[src/rtl/reset_sequencer.sv]
// rtl/reset_sequencer.sv - staged per-subsystem reset release with ready handshake, retry and sticky fault
module reset_sequencer #(
  parameter int NUM_STAGES     = 4,
  parameter int GAP_CYCLES     = 16,
  parameter int TIMEOUT_CYCLES = 1024,
  parameter int MAX_RETRIES    = 2,
  localparam int IW = (NUM_STAGES > 1) ? $clog2(NUM_STAGES) : 1
) (
  input  logic                  clk,
  input  logic                  rst,
  input  logic                  soft_rst_req,
  input  logic [NUM_STAGES-1:0] stage_ready,
  output logic [NUM_STAGES-1:0] stage_rst,
  output logic                  all_up,
  output logic                  fault,
  output logic [IW-1:0]         fault_stage
);

  localparam int RW   = (MAX_RETRIES > 0) ? $clog2(MAX_RETRIES + 1) : 1;
  localparam int TMAX = (GAP_CYCLES > TIMEOUT_CYCLES) ? GAP_CYCLES : TIMEOUT_CYCLES;
  localparam int TW   = $clog2(TMAX + 1);

  localparam logic [TW-1:0] GAP_LAST     = TW'(GAP_CYCLES - 1);
  localparam logic [TW-1:0] TIMEOUT_LAST = TW'(TIMEOUT_CYCLES - 1);
  localparam logic [IW-1:0] LAST_IDX     = IW'(NUM_STAGES - 1);
  localparam logic [RW-1:0] RETRY_LIMIT  = RW'(MAX_RETRIES);

  typedef enum logic [2:0] {
    S_HOLD,
    S_RELEASE,
    S_WAIT_READY,
    S_GAP,
    S_UP,
    S_FAULT
  } state_t;

  state_t                state_q, state_d;
  logic [NUM_STAGES-1:0] stage_rst_q, stage_rst_d;
  logic                  all_up_q, all_up_d;
  logic                  fault_q, fault_d;
  logic [IW-1:0]         fault_stage_q, fault_stage_d;
  logic [IW-1:0]         idx_q, idx_d;
  logic [TW-1:0]         tmr_q, tmr_d;
  logic [RW-1:0]         retries_q, retries_d;
  logic                  ready_lost;
  logic                  loss_state;

  // A stage below idx (or any stage once up) dropping ready restarts the whole sequence.
  always_comb begin
    ready_lost = 1'b0;
    for (int j = 0; j < NUM_STAGES; j++) begin
      if (!stage_ready[j] && (state_q == S_UP || j < int'(idx_q))) begin
        ready_lost = 1'b1;
      end
    end
  end

  assign loss_state = (state_q == S_GAP) || (state_q == S_RELEASE) ||
                      (state_q == S_WAIT_READY) || (state_q == S_UP);

  always_comb begin
    state_d       = state_q;
    stage_rst_d   = stage_rst_q;
    all_up_d      = all_up_q;
    fault_d       = fault_q;
    fault_stage_d = fault_stage_q;
    idx_d         = idx_q;
    tmr_d         = tmr_q;
    retries_d     = retries_q;

    if (soft_rst_req) begin
      state_d     = S_HOLD;
      stage_rst_d = '1;
      all_up_d    = 1'b0;
      fault_d     = 1'b0;
      idx_d       = '0;
      tmr_d       = '0;
      retries_d   = '0;
    end else if (ready_lost && loss_state) begin
      state_d     = S_HOLD;
      stage_rst_d = '1;
      all_up_d    = 1'b0;
      idx_d       = '0;
      tmr_d       = '0;
    end else begin
      case (state_q)
        S_HOLD, S_GAP: begin
          if (tmr_q == GAP_LAST) begin
            state_d = S_RELEASE;
            tmr_d   = '0;
          end else begin
            tmr_d = tmr_q + 1'b1;
          end
        end
        S_RELEASE: begin
          stage_rst_d[idx_q] = 1'b0;
          tmr_d              = '0;
          state_d            = S_WAIT_READY;
        end
        S_WAIT_READY: begin
          if (stage_ready[idx_q]) begin
            if (idx_q == LAST_IDX) begin
              state_d  = S_UP;
              all_up_d = 1'b1;
            end else begin
              idx_d   = idx_q + 1'b1;
              tmr_d   = '0;
              state_d = S_GAP;
            end
          end else if (tmr_q == TIMEOUT_LAST) begin
            stage_rst_d = '1;
            idx_d       = '0;
            tmr_d       = '0;
            if (retries_q < RETRY_LIMIT) begin
              retries_d = retries_q + 1'b1;
              state_d   = S_HOLD;
            end else begin
              state_d       = S_FAULT;
              fault_d       = 1'b1;
              fault_stage_d = idx_q;
            end
          end else begin
            tmr_d = tmr_q + 1'b1;
          end
        end
        S_UP, S_FAULT: begin
        end
        default: begin
          state_d     = S_HOLD;
          stage_rst_d = '1;
          all_up_d    = 1'b0;
          idx_d       = '0;
          tmr_d       = '0;
        end
      endcase
    end
  end

  always_ff @(posedge clk) begin
    if (rst) begin
      state_q       <= S_HOLD;
      stage_rst_q   <= '1;
      all_up_q      <= 1'b0;
      fault_q       <= 1'b0;
      fault_stage_q <= '0;
      idx_q         <= '0;
      tmr_q         <= '0;
      retries_q     <= '0;
    end else begin
      state_q       <= state_d;
      stage_rst_q   <= stage_rst_d;
      all_up_q      <= all_up_d;
      fault_q       <= fault_d;
      fault_stage_q <= fault_stage_d;
      idx_q         <= idx_d;
      tmr_q         <= tmr_d;
      retries_q     <= retries_d;
    end
  end

  assign stage_rst   = stage_rst_q;
  assign all_up      = all_up_q;
  assign fault       = fault_q;
  assign fault_stage = fault_stage_q;

endmodule

[config.mk]
export PLATFORM = sky130hd
export DESIGN_NAME = reset_sequencer
export DESIGN_NICKNAME = d
export VERILOG_FILES = /design/src/rtl/reset_sequencer.sv
export SDC_FILE = /design/constraint.sdc
export NUM_CORES = 1
export LEC_CHECK = 0
export ABC_AREA = 1
export CORE_UTILIZATION = 45
export DETAILED_ROUTE_END_ITERATION = 10
export PLACE_DENSITY = 0.75
export REMOVE_ABC_BUFFERS = 1
export SYNTH_ARGS = -nofsm -noshare
export SYNTH_HDL_FRONTEND = slang
export SYNTH_SLANG_ARGS = --single-unit
[constraint.sdc]
create_clock -name clk -period 3.67 [get_ports clk]
set_input_delay 0.734 -clock clk [delete_from_list [all_inputs] [get_ports clk]]
set_output_delay 0.734 -clock clk [all_outputs]
set_load 0.01 [all_outputs]
==> results of run 1 <==
## where the power goes
| group | internal, uW | total (uW) | leakage [uW] | switching, uW |
|---|---|---|---|---|
| registers | 283 | 285 | 0.000210 | 1.23 |
| clock network | 38.4 | 117 | 0.0000138 | 78.1 |
| logic | 10.0 | 22.4 | 0.000503 | 12.3 |
## area by class of cell
cell class	instances	area, sq um
Clock buffer	3	22.5
Fill cell	330	1400
Inverter	31	116
Multi-Input combinational cell	180	888
Sequential cell	26	520
Tap cell	44	55.1
Timing Repair Buffer	15	148
## cells by family after synthesis
family                     count (synthesis)  synth area share, %
buffers and inverters                     35                 8.75
adders and majority gates                  5                 4.05
AOI/OAI and AO/OA                         32                 11.8
and+or+nand+nor                          141                 40.5
DFF                                       26                 33.7
xor gates and xnor gates                   2                 1.13
## registers in the layout (all words and copies together), names as in the netlist
register and flops:
stage_rst 4, all_up 1, state_q 3, retries_q 2, fault 1, tmr_q 11
fault_stage 2, idx_q 2
## tightest hold or removal path, stage by stage (launching register included)
cell and delay, ns:
dfxtp_1 0.33, nand2_1 0.06, nand2_1 0.05
## stage by stage
step / power (uW) / instances / hold WS, ns
6_report: 424 / 299 / 0.468
5_1_grt: 443 / 299 / 0.496
4_1_cts: 431 / 299 / 0.475
3_5_place_dp: 313 / 296 / 0.441
3_3_place_gp: 313 / 296 / 0.436
2_1_floorplan: 302 / 237 / 0.452
## worst paths after layout
check	cells after the start	slack, ns	to
setup reg to reg	9	1.65	state_q[2]
hold reg to reg	2	0.47	fault
setup / recovery	10	1.45	state_q[2]
hold / removal	2	0.47	fault
## layout by cell type (no fill, tap or decap)
cell	count
nand3_1	27
clkdlybuf4s50_1	14
nand3b_1	1
nand4_4	1
xor2_1	2
clkbuf_4	3
a21oi_2	1
o21bai_1	3
nor3_4	1
clkinv_1	1
nand2_2	2
dfxtp_1	26
a31oi_1	3
nor2_1	35
inv_2	1
a21o_1	1
nand2_1	63
nor3_1	6
buf_4	1
a21oi_1	15
nand3_2	1
a211oi_1	1
o211ai_1	1
o21ai_1	1
nand4_1	4
inv_1	29
o21ai_0	6
ha_1	5
## per-layer routing
layer  routed length [um]  vias to the layer above  part of all wire, %  global-route usage, %
met3                  106                        2                  3.4                   4.48
met4                   35                        0                  1.1                   5.84
met2                 1310                       23                   42                   27.8
met5                    0                        -                    0                      0
li1                     -                      812                    -                      -
met1                 1660                      614                   53                   26.2
==> out/qor.yml, run 1 <==
status: "finished clean"
vias_per_cell: 4.85
ctsLongestPathBuffers: 2
io_pins: 15
finalSetupTns_ns: 0
grt_pass1_wl_mm: 5.04
fp-row-count: 20
pre_cts_ws_ns: 1.12
grt_max_degree: 14
yosys-top-cells-area: "dfxtp_1 (34%), nand2_1 (15%), nand3_1 (8.8%), nor2_1 (8.5%), inv_1 (7.1%)"
grt_usage_pct: 18.5
drtAntennaViolNets: 0
wl_per_cell_um: 10.4
initial_core_util_pct: 49.0
cts_setup_buffers: 0
vias: 1451
path_clk_slew_ns: 0.12
crit_required_ns: 3.91
grt-ovfl-total: 0
critPathLaunch: "stage_ready[2]"
finalCoreUtilization_pct: 55.5
ys_warn_count: 0
antenna_found_initial: 0
die_w_um: 60.6
tightest_slew_ns: 0.471
cts_buffers: 3
synth_cells: 241
finalClockSkew_ns: 0.0104
hpwl_mm: 2.39
grt_pass1_vias: 1166
clock_latency_ns: 0.32
report.final.hold_viol_count: 0
drcViolationCount: 0
power_density_mw_per_mm2: 242
yosys.area.top_type_share_pct: 33.7
synthTopCellsByCount: "nand2_1 (63), nor2_1 (35), inv_1 (29), nand3_1 (27), dfxtp_1 (26)"
nNetsFinal: 269
rsz0062_at_grt: "no"
critPathKind: "in2reg"
min_period_over_period_pct: 60.5
critical_path_arrival_ns: 2.46
htreeDepth: 1
hp-start: "fault"
wirelength_mm: 3.11
slew_headroom_pct: 68.5
clock_sinks: 26
maxSlewViolCount: 0
layout-drive-gt1-share_pct: 4.31
critical_path.cell_chain: "clkdlybuf4s50_1 > inv_1 > nand2_1 > nand2_1 > o21ai_0 > nand2_1 > nor2_1 > buf_4 > clkinv_1 > a211oi_1"
root_buffer: "clkbuf_4"
slowest_stage: "clkdlybuf4s50_1"
dieHeight_um: 60.6
max_freq_ghz: 0.450
hold_class: "reg2reg"
synth_edf_count: 0
place_area_sq_mm: 0.00173
end_kind: "flip-flop"
ctsResizeCount: 0
synth.most_common_cell: "nand2_1"
worstSetupStartpointType: "input pin"
coreArea_sq_mm: 0.00315
layout_min_cycle_time_ns: 2.22
fin_area_sq_mm: 0.00175
p_leak_uw: 0.000727
first_iter_violations: 60
r2r-start: "idx_q[0]"
area_growth_pct: 13.4
die_area_sq_mm: 0.00367
peakVddDrop_v: 0.000229
synth_seq_area_share_pct: 33.7
yosys.area.top_type: "dfxtp_1"
cts_tree: "done"
fin_ws_ns: 1.45
cp.buffers_inverters: 4
drt_first_pass_iters: 4
portBuffers: 14
drv_cap: 0
critical-path-top-delay-family: "buffers and inverters"
yosys.cell_types.count: 27
postCtsHoldBufs: 0
setup-violations-final: 0
yosys_most_used_dff: "dfxtp_1"
gp_congestion: 0.829
crit_fanout: 13
synth-seq-cells: 26
synth_area_sq_mm: 0.00154
diodes: 0
cp_common_cell: "nand2_1"
post_synth.cell_area_avg_sq_um: 6.41
synthArstFlopShare_pct: 0
max_stage_delay_ns: 0.50
(Power assumes the default switching activity.)
==> inputs of run 2 (changes only) <==
--- a/config.mk
+++ b/config.mk
@@ -8,7 +8,7 @@
 export ABC_AREA = 1
 export CORE_UTILIZATION = 45
 export DETAILED_ROUTE_END_ITERATION = 10
-export PLACE_DENSITY = 0.75
+export PLACE_DENSITY = 0.78
 export REMOVE_ABC_BUFFERS = 1
 export SYNTH_ARGS = -nofsm -noshare
 export SYNTH_HDL_FRONTEND = slang
==> constraint.sdc (replaced) <==
create_clock -name clk -period 1.9 [get_ports clk]
set_input_delay 0.38 -clock clk [delete_from_list [all_inputs] [get_ports clk]]
set_output_delay 0.38 -clock clk [all_outputs]
set_load 0.01 [all_outputs]
==> out/qor.yml, run 2 (synthesis gave the netlist of run 1 again) <==
crit_fanout: 6  # -7
fp-row-count: 20  # unchanged
clock_latency_ns: 0.33  # about the same
grt_pass1_vias: 1384  # +19%
cts_setup_buffers: 0  # unchanged
path_clk_slew_ns: 0.14  # +0.02 ns
slew_headroom_pct: 77.8  # +9.3 points
fin_area_sq_mm: 0.00193  # +10%
grt_usage_pct: 21.0  # +2.5 points
r2r_slack_ns: 0.19  # -1.46 ns
htreeDepth: 1  # unchanged
antenna_found_initial: 0  # unchanged
p_leak_uw: 0.000826  # +14%
r2r_cells: 10  # +1
coreArea_sq_mm: 0.00315  # unchanged
hpwl_mm: 2.69  # +13%
hold_class: "reg2reg"
r2r-start: "tmr_q[0]"
timing.critical_path.to: "stage_rst[2]"
ctsLongestPathBuffers: 2  # unchanged
worstSetupStartpointType: "flip-flop"
fin_ws_ns: 0.193  # -1.26 ns
io_pins: 15  # unchanged
end_kind: "flip-flop"
min_period_over_period_pct: 89.9
largest_register_ff_count: 11  # unchanged
seq_area_sq_um: 523  # +0.48%
place_area_sq_mm: 0.00187  # +8.3%
hp-start: "fault"
max_stage_delay_ns: 0.38  # -0.12 ns
drv_cap: 0  # unchanged
crit_required_ns: 2.13  # -1.78 ns
cp_common_cell: "nand2_1"
power_density_mw_per_mm2: 463  # +91%
final_cell_mix: "nand2_1 (63), nor2_1 (33), inv_1 (29), nand3_1 (26), dfxtp_1 (24)"
fillers: 290  # -12%
status: "finished clean"
max_freq_ghz: 0.586
vias: 1584  # +9.2%
wl_per_cell_um: 10.7  # +3.4%
cts_buffers: 3  # unchanged
report.final.hold_viol_count: 0  # unchanged
maxSlewViolCount: 0  # unchanged
dieHeight_um: 60.6  # unchanged
die_w_um: 60.6  # unchanged
grt_pass1_wl_mm: 5.79  # +15%
area_growth_pct: 24.8
die_area_sq_mm: 0.00367  # unchanged
portBuffers: 14  # unchanged
finalClockSkew_ns: 0.00173  # -0.00866 ns
initial_core_util_pct: 49.0  # unchanged
diodes: 0  # unchanged
critPathKind: "reg2reg"
first_iter_violations: 85  # +42%
critical_path.cell_chain: "ha_1 > nand2_1 > nor2_1 > nand2_1 > nor2_2 > nand2_1 > a21oi_4 > nand2_1 > nand2_1 > nand3_1"
multi_input_area_sq_um: 906  # +2.0%
place_inst: 315  # +6.4%
ctsResizeCount: 0  # unchanged
finalSetupTns_ns: 0  # unchanged
r2r_end: "stage_rst[2]"
clock_sinks: 26  # unchanged
layout_min_cycle_time_ns: 1.71
largest-register: "tmr_q"
root_buffer: "clkbuf_4"
nNetsFinal: 288  # +7.1%
gp_congestion: 0.870  # +4.9%
wirelength_mm: 3.43  # +10%
layout-drive-gt1-share_pct: 13.1  # +8.8 points
grt_max_degree: 15  # +1
peakVddDrop_v: 0.000349  # +52%
slowest_stage: "dfxtp_2"
grt-ovfl-total: 0  # unchanged
vias_per_cell: 4.97  # +2.3%
drcViolationCount: 0  # unchanged
layout.cells.non_filler: 319  # +6.7%
drtAntennaViolNets: 0  # unchanged
final_common_cell: "nand2_1"
setup-violations-final: 0  # unchanged
cts_tree: "done"
postCtsHoldBufs: 0  # unchanged
critical_path_arrival_ns: 1.94  # -0.52 ns
critPathLaunch: "tmr_q[0]"
tightest_slew_ns: 0.330  # -0.140 ns
pre_cts_ws_ns: -0.105  # -1.23 ns
drt_first_pass_iters: 4  # unchanged
run 2: changes by cell type in the layout (fill, tap and decap cells not counted), sizes merged:
| cell | change |
|---|---|
| buf | +19 |
| clkbuf | +1 |
run 2: layer usage:
| metal | vias to the layer above | share of wire (%) | global-route usage [%] |
|---|---|---|---|
| li1 | 855 | - | - |
| met1 | 692 | 51 | 29.6 |
| met2 | 30 | 42 | 32.0 |
| met3 | 7 | 4.8 | 3.20 |
| met4 | 0 | 1.9 | 8.77 |
| met5 | - | 0 | 0 |
run 2: worst min path at each step:
| stage | end | slack [ns] | depth (start not counted) |
|---|---|---|---|
| after floorplan | retries_q[0] | 0.45 | 2 |
| after global placement | stage_rst[0] | 0.44 | 2 |
| after detailed placement | fault | 0.45 | 2 |
| after CTS | fault | 0.47 | 2 |
| after global routing | fault | 0.48 | 2 |
| final | fault | 0.46 | 2 |
run 2: worst max-delay path, delay by kind of cell (launching register included):
kind            cells  cell delay (ns)
compound gates      1             0.20
fa+ha+maj           1             0.21
flops               1             0.38
simple gates        8             0.83
run 2: stage by stage:
| stage | power, uW | hold slack, ns | utilization [%] |
|---|---|---|---|
| finish | 891 | 0.464 | 61.1 |
| global placement | 613 | 0.442 | 59.3 |
| floorplan | 583 | 0.452 | - |
| CTS | 901 | 0.470 | 60.5 |
| detailed placement | 614 | 0.447 | 59.3 |
| global route | 934 | 0.485 | 61.1 |
run 2: cell type report:
type	count	area share, %
flip-flops and latches	26	27.1
inverters	31	6.04
clock buffers	4	1.88
multi-input cells	180	47.0
repair buffers	34	15.1
well taps	44	2.86
run 2: where the power goes:
| part | internal [uW] | total (uW) | switching (uW) |
|---|---|---|---|
| registers | 548 | 551 | 2.48 |
| clock network | 117 | 289 | 171 |
| logic | 26.1 | 52.1 | 26.0 |
| total | 692 | 891 | 200 |
==> inputs of run 3 (changes only) <==
--- a/config.mk
+++ b/config.mk
@@ -6,10 +6,12 @@
 export NUM_CORES = 1
 export LEC_CHECK = 0
 export ABC_AREA = 1
+export CORE_MARGIN = 4
 export CORE_UTILIZATION = 45
 export DETAILED_ROUTE_END_ITERATION = 10
 export PLACE_DENSITY = 0.78
 export REMOVE_ABC_BUFFERS = 1
+export SKIP_CTS_REPAIR_TIMING = 1
 export SYNTH_ARGS = -nofsm -noshare
 export SYNTH_HDL_FRONTEND = slang
 export SYNTH_SLANG_ARGS = --single-unit
==> out/qor.yml, run 3 (synthesis gave the netlist of run 1 again) <==
clock_latency_ns: 0.32  # about the same
coreArea_sq_mm: 0.00334  # +5.8%
slew_headroom_pct: 70.5  # -7.3 points
slowest_stage: "dfxtp_1"
rsz0062_at_grt: "no"
worstSetupStartpointType: "flip-flop"
area_growth_pct: 22.6
critical_path.cell_chain: "ha_1 > nand2_1 > nor2_1 > nand2_1 > nor2_2 > nand3_1 > nor2_2 > o21ai_0 > nor2_1"
gp_congestion: 0.928  # +6.7%
first_iter_violations: 88  # +3.5%
htreeDepth: 1  # unchanged
report.final.hold_viol_count: 0  # unchanged
diodes: 0  # unchanged
status: "finished clean"
grt_max_degree: 14  # -1
cp.buffers_inverters: 0  # unchanged
root_buffer: "clkbuf_4"
drt_first_pass_iters: 6  # +2
max_stage_delay_ns: 0.41  # +0.03 ns
drcViolationCount: 0  # unchanged
layout.cells.non_filler: 318  # -0.31%
vias: 1552  # -2.0%
ctsLongestPathBuffers: 2  # unchanged
clock_sinks: 26  # unchanged
layout_min_cycle_time_ns: 1.77  # +0.0582 ns
grt_usage_pct: 16.2  # -4.8 points
io_pins: 15  # unchanged
initial_core_util_pct: 46.3  # -2.7 points
peakVddDrop_v: 0.000254  # -27%
grt-ovfl-total: 0  # unchanged
grt_pass1_wl_mm: 5.65  # -2.4%
critical-path-top-delay-family: "simple AND/OR/NAND/NOR gates"
cts_tree: "done"
nNetsFinal: 286  # -0.69%
setup-violations-final: 0  # unchanged
final_common_cell: "nand2_1"
power_density_mw_per_mm2: 446  # -3.5%
vias_per_cell: 4.88  # -1.7%
p_leak_uw: 0.000808  # -2.2%
wl_per_cell_um: 10.7  # -0.18%
critical_path_arrival_ns: 2.03  # +0.09 ns
largest-register: "tmr_q"
drv_cap: 0  # unchanged
drtAntennaViolNets: 0  # unchanged
path_clk_slew_ns: 0.15  # about the same
die_w_um: 66.6  # +9.9%
grt_pass1_vias: 1336  # -3.5%
end_kind: "flip-flop"
layout-drive-gt1-share_pct: 11.0  # -2.1 points
dieHeight_um: 66.6  # +9.9%
hpwl_mm: 2.68  # -0.23%
die_area_sq_mm: 0.00443  # +21%
hold_class: "reg2reg"
finalCoreUtilization_pct: 56.7  # -4.4 points
place_inst: 315  # unchanged
crit_fanout: 4  # -2
finalClockSkew_ns: 0.00951  # +0.00777 ns
largest_register_ff_count: 11  # unchanged
min_period_over_period_pct: 92.9  # +3.1 points
critPathKind: "reg2reg"
maxSlewViolCount: 0  # unchanged
tightest_slew_ns: 0.441  # +0.110 ns
cts_buffers: 3  # unchanged
crit_required_ns: 2.17  # +0.04 ns
antenna_found_initial: 0  # unchanged
final_cell_mix: "nand2_1 (63), nor2_1 (33), inv_1 (29), nand3_1 (27), dfxtp_1 (26)"
portBuffers: 14  # unchanged
wirelength_mm: 3.41  # -0.50%
max_freq_ghz: 0.566  # -3.3%
fp-row-count: 21  # +5.0%
-- run 3: area by class of cell --
cell class,count,area [sq um]
Fill cell,350,1440
Multi-Input combinational cell,180,901
Sequential cell,26,520
Timing Repair Buffer,32,275
Inverter,31,116
Tap cell,46,57.6
Clock buffer,3,22.5
-- run 3: final timing paths --
path,slack [ns],endpoint,from,cells past startpoint
setup / recovery,0.13,fault_stage[0],tmr_q[0],9
hold / removal,0.47,fault,fault,2
setup reg to reg,0.13,fault_stage[0],tmr_q[0],9
hold reg to reg,0.47,fault,fault,2
-- run 3: per-layer routing --
layer  vias up  part of all wire, %  global-route usage [%]
li1        849                    -                       -
met1       679                   53                    22.5
met2        20                   44                    26.6
met3         4                  2.9                    2.19
met4         0                 0.97                    3.05
met5         -                    0                       0
-- run 3: where the power goes --
group	switching, uW	leakage, uW	internal, uW
sequential	2.43	0.000210	548
combinational	25.7	0.000584	26.2
clock	169	0.0000138	74.3
total	197	0.000808	648
-- run 3: worst reg2reg max path: stages (launching register included) --
cell and delay (ns):
dfxtp_1 0.41, ha_1 0.22, nand2_1 0.07, nor2_1 0.16, nand2_1 0.15, nor2_2 0.14
nand3_1 0.18, nor2_2 0.20, o21ai_0 0.09, nor2_1 0.09
-- run 3: metrics by stage --
| stage | total power, uW | setup TNS, ns | setup WS [ns] | area, sq um | hold WS (ns) |
|---|---|---|---|---|---|
| after floorplan | 583 | -1.01 | -0.163 | 1530 | 0.452 |
| after global placement | 613 | -0.252 | -0.0444 | 1860 | 0.441 |
| after detailed placement | 613 | -1.00 | -0.0855 | 1860 | 0.445 |
| after CTS | 847 | 0 | 0.0871 | 1880 | 0.475 |
| after global routing | 872 | 0 | 0.00882 | 1890 | 0.510 |
| final | 845 | 0 | 0.134 | 1890 | 0.466 |
